[src/rtl/snn_run_controller.sv]
// Run sequencer for the two-layer spiking network: drives rate-coded
// input spike trains for a window, counts output spikes, reports them.
module snn_run_controller #(
   parameter int WIN_W  = 8,
   parameter int CNT_W  = 8,
   parameter int SETTLE = 4
) (
   input  logic             clk,
   input  logic             rst,
   input  logic             start,
   output logic             busy,
   input  logic [2:0]       cfg_addr1,
   input  logic [2:0]       cfg_addr2,
   input  logic [WIN_W-1:0] cfg_window,
   input  logic [3:0]       cfg_period1,
   input  logic [3:0]       cfg_period2,
   input  logic [3:0]       cfg_period3,
   output logic [2:0]       weight_addr1,
   output logic [2:0]       weight_addr2,
   output logic             spk_1,
   output logic             spk_2,
   output logic             spk_3,
   input  logic             spk_7,
   input  logic             spk_8,
   output logic             res_valid,
   input  logic             res_ready,
   output logic [CNT_W-1:0] res_count7,
   output logic [CNT_W-1:0] res_count8,
   output logic [2:0]       res_addr1,
   output logic [2:0]       res_addr2
);

   localparam int FL_W = (SETTLE > 1) ? $clog2(SETTLE) : 1;

   typedef enum logic [1:0] {
      IDLE,
      DRIVE,
      FLUSH,
      REPORT
   } state_t;

   state_t           state;
   logic [WIN_W-1:0] win_q;
   logic [WIN_W-1:0] win_cnt;
   logic [FL_W-1:0]  fl_cnt;
   logic [2:0][3:0]  per_q;
   logic [2:0][3:0]  ph_q;
   logic [2:0]       hit;
   logic [2:0]       spk_q;

   assign spk_1 = spk_q[0];
   assign spk_2 = spk_q[1];
   assign spk_3 = spk_q[2];

   // An input fires when its phase reaches period-1; period 0 never fires.
   always_comb begin
      hit = '0;
      for (int i = 0; i < 3; i++) begin
         hit[i] = (per_q[i] != 4'd0) && (ph_q[i] == per_q[i] - 4'd1);
      end
   end

   // Run sequencing, rate generation, output counting and result hold.
   always_ff @(posedge clk or posedge rst) begin
      if (rst) begin
         state        <= IDLE;
         busy         <= 1'b0;
         res_valid    <= 1'b0;
         win_q        <= '0;
         win_cnt      <= '0;
         fl_cnt       <= '0;
         per_q        <= '0;
         ph_q         <= '0;
         spk_q        <= '0;
         weight_addr1 <= '0;
         weight_addr2 <= '0;
         res_addr1    <= '0;
         res_addr2    <= '0;
         res_count7   <= '0;
         res_count8   <= '0;
      end else begin
         spk_q <= '0;
         unique case (state)
            IDLE: begin
               if (start) begin
                  win_q        <= cfg_window;
                  per_q        <= {cfg_period3, cfg_period2, cfg_period1};
                  ph_q         <= '0;
                  win_cnt      <= '0;
                  fl_cnt       <= '0;
                  weight_addr1 <= cfg_addr1;
                  weight_addr2 <= cfg_addr2;
                  res_addr1    <= cfg_addr1;
                  res_addr2    <= cfg_addr2;
                  res_count7   <= '0;
                  res_count8   <= '0;
                  busy         <= 1'b1;
                  state        <= (cfg_window == '0) ? FLUSH : DRIVE;
               end
            end
            DRIVE: begin
               spk_q <= hit;
               for (int i = 0; i < 3; i++) begin
                  ph_q[i] <= hit[i] ? 4'd0 : ph_q[i] + 4'd1;
               end
               if (spk_7 && res_count7 != '1)
                  res_count7 <= res_count7 + CNT_W'(1);
               if (spk_8 && res_count8 != '1)
                  res_count8 <= res_count8 + CNT_W'(1);
               if (win_cnt == win_q - WIN_W'(1))
                  state <= FLUSH;
               else
                  win_cnt <= win_cnt + WIN_W'(1);
            end
            FLUSH: begin
               if (spk_7 && res_count7 != '1)
                  res_count7 <= res_count7 + CNT_W'(1);
               if (spk_8 && res_count8 != '1)
                  res_count8 <= res_count8 + CNT_W'(1);
               if (fl_cnt == FL_W'(SETTLE - 1)) begin
                  state     <= REPORT;
                  res_valid <= 1'b1;
               end else begin
                  fl_cnt <= fl_cnt + FL_W'(1);
               end
            end
            REPORT: begin
               if (res_ready) begin
                  state     <= IDLE;
                  res_valid <= 1'b0;
                  busy      <= 1'b0;
               end
            end
         endcase
      end
   end

endmodule

[config.mk]
export PLATFORM = sky130hd
export DESIGN_NAME = snn_run_controller
export DESIGN_NICKNAME = d
export VERILOG_FILES = /design/src/rtl/snn_run_controller.sv
export SDC_FILE = /design/constraint.sdc
export NUM_CORES = 1
export LEC_CHECK = 0
export BUFFER_PORTS_ARGS = -buffer_cell sky130_fd_sc_hd__buf_2
export CAP_MARGIN = 10
export CORE_MARGIN = 1.5
export CORE_UTILIZATION = 61
export DETAILED_ROUTE_END_ITERATION = 6
export HOLD_SLACK_MARGIN = 0.06
export PLACE_DENSITY = 0.83
export SETUP_SLACK_MARGIN = 0.15
export SLEW_MARGIN = 15
export SYNTH_ARGS = -nofsm -noshare
export SYNTH_HDL_FRONTEND = slang
export SYNTH_SLANG_ARGS = --single-unit
[constraint.sdc]
create_clock -name clk -period 6.1 [get_ports clk]
set_input_delay 1.22 -clock clk [delete_from_list [all_inputs] [get_ports clk]]
set_output_delay 1.22 -clock clk [all_outputs]
set_load 0.02 [all_outputs]
==> impl_metrics.ini <==
[status]
status = completed

[logic_synthesis]
syn_area_per_cell_um2 = 10.1
syn_area_mm2 = 0.00396
ys_types = 55
synth-compound-area-share_pct = 12.7
async_reset_ff_share_pct = 100
ys.flop_type = dfrtp_1
muxShareOfSynthArea_pct = 9.90
synth_seq_area_share_pct = 44.9
synth_top_area_cell = dfrtp_1
synth_warnings = 0
synth.area.top_cells = dfrtp_1, mux2_2, ha_1
synth_top_family_by_area = simple AND/OR/NAND/NOR gates
synth.ff_latch_count = 71
synth_edf_count = 0
syn_nets = 439
synth_simple_gate_area_share_pct = 16.0
syn_inst = 392
synth-xor-area-share_pct = 7.47
synth_top_area_share_pct = 44.9
synth_fa_ha_area_share_pct = 4.75

[clock_tree]
cts_setup_buffers = 0
h-tree-depth = 3
clock-sinks = 71
clk_latency_ns = 0.35
clock_path_buffers = 2
clk_pin_slew_ns = 0.08
cts_hold_buf = 0
root_buffer = clkbuf_8
cts_tree = done
cts_resized = 0
cts_buffers = 9

[sta]
setup_viol = 0
tns_ns = 0
hold_viol = 0
rsz0062_at_grt = no
fin_crit_sh_pct = 42.1
slew_headroom_pct = 40.6
post-route-min-period_ns = 2.57
fin_ws_ns = 3.53
slew_violations = 0
timing.fmax_mhz = 389
tightestPinTransition_ns = 0.891
fin_skew_ns = 0.0100

[detailed_routing]
wl_um = 7930
vias = 3070
avgViaCountPerCell = 5.77
drtIter0Drc = 176
drt.antenna.violating_nets = 0
wl_per_cell_um = 14.9
drc = 0
drtPass1Iterations = 4

[floorplanning]
dieHeight_um = 83.5
start_util_pct = 62.6
ios = 65
die_x_um = 83.5
placementRows = 29
die-area_mm2 = 0.00698
core_mm2 = 0.00631

[global_route]
grt.met2_usage_pct = 39.2
grt_pass1_vias = 2961
grt_use_total_pct = 24.4
grt_busiest_layer = met2
globalRoute.totalOverflow = 0
grt_first_pass_wirelength_um = 13800
grt_max_degree = 72
antenna_found_initial = 0
grt_util_met3_pct = 6.13
use_met1_pct = 33.0

[cells_and_area]
layout_commonest_cell = dfrtp_1
diodes = 0
drive_gt1_share_pct = 27.5
areaGrowthSynthToFinish_pct = 14.6
final_util_pct = 71.8
fin_cells = 532
fill_cells = 463
layout_common_cells = dfrtp_1, buf_2, nand2_1
final_net_count = 497

[critical_path]
cp.required_ns = 6.37
cp_slowest_cell = a21oi_2
path_delay_family = simple AND/OR/NAND/NOR gates
crit_path_start_kind = primary input
cp_cell_sequence = buf_2, nand2b_1, o21ai_0, a21oi_2, nand2_1, or3_1, a21oi_1
critPathLaunch = start
path_buf_inv = 1
max_stage_delay_ns = 0.34
cp_max_fo = 9
r2r-start = win_q[0]
path_class = in -> reg
worstPathArrival_ns = 2.84
end_kind = flip-flop

[min_path]
hp-class = reg -> reg
min-delay-start = ph_q[3]

[power_and_ir_drop]
power_density_mw_per_mm2 = 530
vdd_drop_max_mv = 0.327
leakagePower_nw = 2.20
totalPowerFinal_mw = 2.40

[placed_design]
globalplace.congestion = 0.819
port_buffers = 64
placed_cells = 516
place_hpwl_um = 5580
pre_cts_ws_ns = 3.19

[job]
drv_cap = 0
==> power by group <==
part / leakage [nW] / switching, mW / total [mW] / internal, mW
registers: 0.906 / 0.198 / 0.842 / 0.644
logic: 1.17 / 0.613 / 1.10 / 0.484
clock network: 0.122 / 0.182 / 0.464 / 0.281
total: 2.20 / 0.993 / 2.40 / 1.41
==> registers in the layout, indices dropped and copies added, names as in the netlist <==
register,count
res_valid,1
res_count7,8
win_cnt,8
win_q,8
state,2
per_q,12
ph_q,12
res_count8,8
busy,1
spk_q,3
fl_cnt,2
res_addr2,3
res_addr1,3
==> stage by stage <==
stage	cell area [µm²]	hold slack, ns
floorplan	3960	0.472
finish	4530	0.518
CTS	4530	0.516
detailed placement	4290	0.501
global placement	4290	0.492
global route	4530	0.541
==> cells in the mapped netlist (4+ instances only) <==
cell and instances:
a21oi_1 12, a31oi_1 5, and3_1 7, and4_1 4, buf_4 6, clkbuf_1 10
dfrtp_1 71, ha_1 15, inv_1 19, mux2_2 29, mux2i_1 5, nand2_1 34
nand3_1 16, nand4_1 7, nor2_1 32, nor3_1 10, o21ai_0 23, xnor2_1 20
xor2_1 11
==> layer usage <==
metal | up-vias | wire length, µm
met5 | - | 0
met4 | 0 | 121
met3 | 11 | 353
met2 | 76 | 3900
met1 | 1480 | 3550
li1 | 1503 | -
==> kinds of logic (layout without fill, tap and decap cells) <==
family | after synthesis | in the layout
mux | 35 | 35
flops | 71 | 71
fa+ha+maj | 15 | 15
xor+xnor | 32 | 32
simple gates | 129 | 129
buf+inv | 38 | 101
compound gates | 72 | 72
==> final cells by class <==
type	instances	area (µm²)	share of cell area, %
multi-input combinational	283	2010	44.3
tap	77	96.3	2.12
sequential	71	1780	39.2
timing repair buffer	66	335	7.40
clock buffer	10	138	3.04
inverter	19	71.3	1.57
clock inverter	6	108	2.37
==> final timing paths <==
kind / end / slack [ns] / cells after the start
worst max-delay path: res_count8[7] / 3.53 / 7
min in group asynchronous: per_q[9] / 1.13 / 3
worst min register to register: ph_q[3] / 0.52 / 1
worst min-delay path: ph_q[3] / 0.52 / 1
max in group asynchronous: win_cnt[1] / 4.39 / 3
worst max register to register: state[0] / 3.55 / 8
(Power assumes the default switching activity.)
